--- src/rtl/ps2_mmio_fifo_bridge.sv ---
// PS/2 host-side bridge: RX/TX byte FIFOs behind the MMIO register window,
// with a byte-at-a-time handshake towards the PS/2 link state machine.
//
// Ports:
//   main_clk, reset           system clock, synchronous active-high reset
//   address_mmio[2:0]         register address within the PS/2 window
//   data_write_mmio[7:0]      MMIO write data
//   is_mmio_write             one-cycle write strobe
//   data_read_mmio[7:0]       registered read data (1-cycle latency)
//   rx_byte[7:0], rx_valid    received byte and its one-cycle valid pulse
//   tx_byte[7:0], tx_pending  TX FIFO head and "byte waiting" level
//   tx_done                   one-cycle pulse: link stage sent tx_byte
//   device_connected          level from link stage: device present
module ps2_mmio_fifo_bridge #(
    parameter int RX_CAPACITY = 255,
    parameter int TX_CAPACITY = 255
) (
    input  logic       main_clk,
    input  logic       reset,
    input  logic [2:0] address_mmio,
    input  logic [7:0] data_write_mmio,
    input  logic       is_mmio_write,
    output logic [7:0] data_read_mmio,
    input  logic [7:0] rx_byte,
    input  logic       rx_valid,
    output logic [7:0] tx_byte,
    output logic       tx_pending,
    input  logic       tx_done,
    input  logic       device_connected
);

    // Storage is the capacity rounded up to a power of two.
    localparam int RX_AW    = (RX_CAPACITY <= 1) ? 1 : $clog2(RX_CAPACITY);
    localparam int TX_AW    = (TX_CAPACITY <= 1) ? 1 : $clog2(TX_CAPACITY);
    localparam int RX_DEPTH = 1 << RX_AW;
    localparam int TX_DEPTH = 1 << TX_AW;

    localparam logic [7:0] RX_CAP = 8'(RX_CAPACITY);
    localparam logic [7:0] TX_CAP = 8'(TX_CAPACITY);

    localparam logic [2:0] A_DATA  = 3'b000;
    localparam logic [2:0] A_PUSH  = 3'b001;
    localparam logic [2:0] A_RXCNT = 3'b010;
    localparam logic [2:0] A_TXCNT = 3'b011;
    localparam logic [2:0] A_CONN  = 3'b100;
    localparam logic [2:0] A_DROP  = 3'b110;

    logic [7:0] rx_mem [RX_DEPTH];
    logic [7:0] tx_mem [TX_DEPTH];

    logic [RX_AW-1:0] rx_rd_q, rx_rd_d;
    logic [RX_AW-1:0] rx_wr_q, rx_wr_d;
    logic [7:0]       rx_count_q, rx_count_d;
    logic [TX_AW-1:0] tx_rd_q, tx_rd_d;
    logic [TX_AW-1:0] tx_wr_q, tx_wr_d;
    logic [7:0]       tx_count_q, tx_count_d;
    logic             drop_q, drop_d;
    logic             tx_pending_q, tx_pending_d;
    logic [7:0]       rd_data_q, rd_data_d;

    logic wr_pop, wr_push, wr_clear;
    logic rx_pop, rx_push, drop_set;
    logic tx_pop, tx_push;

    always_comb begin
        wr_pop   = is_mmio_write && (address_mmio == A_DATA);
        wr_push  = is_mmio_write && (address_mmio == A_PUSH);
        wr_clear = is_mmio_write && (address_mmio == A_DROP);

        // A same-cycle pop frees the slot the incoming byte needs.
        rx_pop   = wr_pop && (rx_count_q != 8'd0);
        rx_push  = rx_valid && ((rx_count_q < RX_CAP) || rx_pop);
        drop_set = rx_valid && !rx_push;

        tx_pop   = tx_done && (tx_count_q != 8'd0);
        tx_push  = wr_push && device_connected && (tx_count_q < TX_CAP);

        rx_rd_d = rx_pop  ? rx_rd_q + RX_AW'(1) : rx_rd_q;
        rx_wr_d = rx_push ? rx_wr_q + RX_AW'(1) : rx_wr_q;
        unique case ({rx_push, rx_pop})
            2'b10:   rx_count_d = rx_count_q + 8'd1;
            2'b01:   rx_count_d = rx_count_q - 8'd1;
            default: rx_count_d = rx_count_q;
        endcase

        tx_rd_d = tx_pop  ? tx_rd_q + TX_AW'(1) : tx_rd_q;
        tx_wr_d = tx_push ? tx_wr_q + TX_AW'(1) : tx_wr_q;
        unique case ({tx_push, tx_pop})
            2'b10:   tx_count_d = tx_count_q + 8'd1;
            2'b01:   tx_count_d = tx_count_q - 8'd1;
            default: tx_count_d = tx_count_q;
        endcase

        // No device: anything queued for it is stale, flush every cycle.
        if (!device_connected) begin
            tx_rd_d    = tx_wr_q;
            tx_count_d = 8'd0;
        end

        tx_pending_d = (tx_count_d != 8'd0) && device_connected;

        // Set beats clear so a byte lost in the clearing cycle is reported.
        if (drop_set) begin
            drop_d = 1'b1;
        end else if (wr_clear) begin
            drop_d = 1'b0;
        end else begin
            drop_d = drop_q;
        end

        case (address_mmio)
            A_DATA:  rd_data_d = (rx_count_q == 8'd0) ? 8'h00
                                                      : rx_mem[rx_rd_q];
            A_RXCNT: rd_data_d = rx_count_q;
            A_TXCNT: rd_data_d = tx_count_q;
            A_CONN:  rd_data_d = {7'b0, device_connected};
            A_DROP:  rd_data_d = {7'b0, drop_q};
            default: rd_data_d = 8'h00;
        endcase
    end

    always_ff @(posedge main_clk) begin
        if (reset) begin
            rx_rd_q      <= '0;
            rx_wr_q      <= '0;
            rx_count_q   <= 8'd0;
            tx_rd_q      <= '0;
            tx_wr_q      <= '0;
            tx_count_q   <= 8'd0;
            drop_q       <= 1'b0;
            tx_pending_q <= 1'b0;
            rd_data_q    <= 8'h00;
        end else begin
            rx_rd_q      <= rx_rd_d;
            rx_wr_q      <= rx_wr_d;
            rx_count_q   <= rx_count_d;
            tx_rd_q      <= tx_rd_d;
            tx_wr_q      <= tx_wr_d;
            tx_count_q   <= tx_count_d;
            drop_q       <= drop_d;
            tx_pending_q <= tx_pending_d;
            rd_data_q    <= rd_data_d;
        end
    end

    // Storage needs no reset: the pointers and counts define validity.
    always_ff @(posedge main_clk) begin
        if (rx_push) begin
            rx_mem[rx_wr_q] <= rx_byte;
        end
        if (tx_push) begin
            tx_mem[tx_wr_q] <= data_write_mmio;
        end
    end

    assign data_read_mmio = rd_data_q;
    assign tx_pending     = tx_pending_q;
    assign tx_byte        = (tx_count_q == 8'd0) ? 8'h00 : tx_mem[tx_rd_q];

endmodule
--- config.mk ---
export PLATFORM = sky130hd
export DESIGN_NAME = ps2_mmio_fifo_bridge
export DESIGN_NICKNAME = d
export VERILOG_FILES = /design/src/rtl/ps2_mmio_fifo_bridge.sv
export SDC_FILE = /design/constraint.sdc
export NUM_CORES = 2
export LEC_CHECK = 0
export ABC_AREA = 0
export BUFFER_PORTS_ARGS = -buffer_cell sky130_fd_sc_hd__buf_4
export CAP_MARGIN = 20
export CORE_MARGIN = 2
export CORE_UTILIZATION = 30
export CTS_BUF_LIST = sky130_fd_sc_hd__clkbuf_4 sky130_fd_sc_hd__clkbuf_8 sky130_fd_sc_hd__clkbuf_16
export DETAILED_ROUTE_END_ITERATION = 8
export PLACE_DENSITY = 0.42
export RECOVER_POWER = 25
export SYNTH_ARGS = -nofsm -noshare
export SYNTH_HDL_FRONTEND = slang
export SYNTH_SLANG_ARGS = --single-unit
--- constraint.sdc ---
create_clock -name main_clk -period 6 [get_ports main_clk]
set_input_delay 1.2 -clock main_clk [delete_from_list [all_inputs] [get_ports main_clk]]
set_output_delay 1.2 -clock main_clk [all_outputs]
set_load 0.01 [all_outputs]
==> impl_metrics.json <==
{
  "cp.required_ns": 4.80,
  "drive_gt1_share_pct": 29.8,
  "gr-total-overflow": 0,
  "path_delay_family": "multiplexers",
  "synth_warnings": 0,
  "worst-setup-path-type": "register to output port",
  "dp_cells": 14600,
  "worst_setup_path_start_kind": "register",
  "p_leak_nw": 56.2,
  "clk_latency_ns": 1.04,
  "cpMaxStageDelayCell": "or4_1",
  "via_count": 77800,
  "cp.depth": 9,
  "routabilityCongestion": 0.811,
  "cts_htree_levels": 5,
  "ys_seq_area_share_pct": 77.0,
  "crit_chain": "buf_4 -> buf_12 -> buf_12 -> mux4_2 -> mux4_2 -> mux2i_1 -> o22ai_1 -> or4_1 -> buf_4",
  "grt_max_degree": 185,
  "power_density_nw_per_um2": 326,
  "path_clk_slew_ns": 0.06,
  "worstHoldStart": "drop_q",
  "hpwl_mm": 292,
  "grt_pass1_wl_mm": 658,
  "hold_ws_ns": 0.493,
  "fin_worst_skew_ns": 0.0842,
  "drt-wirelength-per-cell_um": 30.6,
  "routed_wl_mm": 473,
  "hold_depth": 2,
  "synth-edff-count": 4096,
  "synthCells": 7398,
  "tightest_slew_ns": 5.90,
  "syn_to_final_growth_pct": 16.4,
  "ios": 42,
  "r2r_slack_ns": 1.47,
  "die_w_um": 738,
  "synth.avg_cell_area_um2": 21.9,
  "cp_max_fo": 28,
  "hp-class": "register to register",
  "finalNonFillerCells": 15500,
  "grt_pass1_vias": 80500,
  "via_per_inst": 5.03,
  "status": "complete, but fails checks",
  "drtIter0Drc": 7852,
  "synthesis.nets": 7443,
  "utilization_pct": 35.1,
  "rsz0062_at_grt": "false",
  "die_h_um": 738,
  "gr-usage-all-layers_pct": 16.9,
  "yosysUniqueCellTypes": 73,
  "fmax_ghz": 0.171,
  "cts.sink_count": 4170,
  "yosysTopAreaCellShare_pct": 76.0,
  "cts-buffers-inserted": 450,
  "cp-end-kind": "output port",
  "postCtsHoldBufs": 0,
  "yosys.area.top_type": "edfxtp_1",
  "slew_violations": 2294,
  "cts_tree": "done",
  "synth-main-ff-cell": "edfxtp_1",
  "cts_root_buf": "clkbuf_16",
  "die_area_um2": 545000,
  "async_flop_share_pct": 0,
  "finalHoldViolations": 0,
  "final_nets": 7948,
  "port_buffers": 41,
  "finalSetupViolations": 0,
  "synthTopCellsByArea": "edfxtp_1, mux4_2, nor2_1",
  "coreArea_um2": 537000,
  "fin_crit_sh_pct": 97.6,
  "r2r_cells": 9,
  "drc": 0,
  "cpPeakStageDelay_ns": 0.58,
  "cap_viol_max_count": 20,
  "cp_num_buf_inv": 4,
  "synth_area_um2": 162000,
  "ant_nets": 0,
  "critPathArrivalTime_ns": 4.65,
  "antenna_found_initial": 15,
  "peakVddDrop_uv": 263,
  "row_count": 269,
  "min_to": "drop_q",
  "r2r_end": "data_read_mmio[0]",
  "start_util_pct": 30.1,
  "period_needed_ns": 5.85,
  "first_pass_iters": 5,
  "clk_path_buf_depth": 4,
  "violations": "capacitance limit, slew limit",
  "slew_headroom_pct": -294,
  "ys_ff_latch": 4170
}
## worst min-delay path: cells and delay by family, from the launching register on
family	cells	cell delay, ns
AOI/OAI and AO/OA	1	0.06
DFF	1	0.33
and+or+nand+nor	1	0.07
## cells by family (layout without fill, tap and decap cells)
| family | count (synthesis) | in the layout | synth area share, % |
|---|---|---|---|
| simple gates | 986 | 986 | 2.64 |
| xor+xnor | 38 | 38 | 0.206 |
| compound gates | 384 | 384 | 1.65 |
| flops | 4170 | 4170 | 77.0 |
| fa+ha+maj | 20 | 20 | 0.159 |
| other cells | 0 | 6 | 0 |
| mux | 1353 | 1353 | 17.1 |
| buf+inv | 447 | 1328 | 1.26 |
## cell usage in the layout (no fill, tap or decap), types with 24 or more instances in the layout
cell / instances
edfxtp_1: 4096
buf_12: 62
a22oi_1: 48
nor2_1: 603
a21oi_1: 51
o22ai_1: 82
nand2_1: 115
nor2b_1: 40
buf_4: 370
o21ai_0: 35
clkinv_2: 78
clkbuf_4: 133
nor3_1: 26
a211oi_1: 34
clkinv_1: 82
mux4_2: 1129
dfxtp_1: 64
clkbuf_8: 28
bufinv_16: 24
clkbuf_16: 452
mux2i_1: 178
nand3_1: 49
mux2_2: 34
## power breakdown
group	internal, mW	switching (mW)	leakage (nW)
registers	32.0	0.0351	37.4
logic	0.673	1.18	11.4
clock network	15.8	11.7	7.38
## worst max path at each step
stage                               start    endpoint  slack, ns
after floorplan           address_mmio[0]  tx_pending       1.64
after CTS                        register  tx_byte[2]     -0.004
after global placement           register  tx_byte[5]       0.68
final                            register  tx_byte[6]       0.15
after global routing        tx_count_q[2]  tx_byte[6]       0.01
after detailed placement         register  tx_byte[5]       0.66
## flip-flops by register name (all words and copies together) (netlist names), named ones only
name	cells
tx_wr_q	8
data_read_mmio	8
rx_rd_q	8
tx_mem	2048
rx_count_q	8
tx_pending	1
rx_wr_q	8
drop_q	1
tx_count_q	8
tx_rd_q	8
rx_mem	2048
## metal layers
metal | wire, um | vias up | track usage [%]
met5 | 13 | - | 0
met4 | 13300 | 2 | 4.40
met3 | 24600 | 648 | 2.70
met2 | 229000 | 2151 | 27.9
met1 | 207000 | 42900 | 23.3
li1 | - | 32100 | -
## Yosys cell counts (7+ instances only)
library cell,count
a2111oi_0,11
a211o_1,7
a211oi_1,34
a21oi_1,51
a221oi_1,15
a22oi_1,48
a31oi_1,13
and2_1,12
and3_1,7
buf_1,39
buf_2,123
buf_4,43
clkbuf_1,216
dfxtp_1,74
edfxtp_1,4096
ha_1,19
inv_1,19
mux2_2,34
mux2i_1,190
mux4_2,1129
nand2_1,127
nand2b_1,14
nand3_1,61
nand4_1,19
nor2_1,614
nor2b_1,44
nor3_1,26
nor4_1,13
o211ai_1,10
o21ai_0,35
o221ai_1,7
o22ai_1,90
o31ai_1,10
or4_1,13
xnor2_1,16
xor2_1,22
## final cells by class
type	count	area, um2
diodes	6	15.0
clock buffers	608	12600
clock inverters	220	2040
fillers	49500	349000
inverters	20	76.3
multi-input cells	2781	35500
flip-flops and latches	4170	125000
well taps	7181	8980
repair buffers	480	4490
## metrics by stage
| stage | setup TNS, ns | worst slack, ns | instance area [um2] | total power [mW] |
|---|---|---|---|---|
| final | 0 | 0.147 | 188000 | 61.4 |
| after floorplan | 0 | 1.64 | 162000 | 33.5 |
| after global routing | 0 | 0.0135 | 188000 | 63.3 |
| after global placement | 0 | 0.685 | 173000 | 34.5 |
| after detailed placement | 0 | 0.657 | 173000 | 34.5 |
| after CTS | -0.00419 | -0.00419 | 188000 | 62.1 |
## timing repair
item	in CTS	in global routing
gates cloned	1	0
endpoints found under the setup margin	8	2
gates resized for setup	26	3
setup buffers	6	0
(Power assumes the default switching activity.)
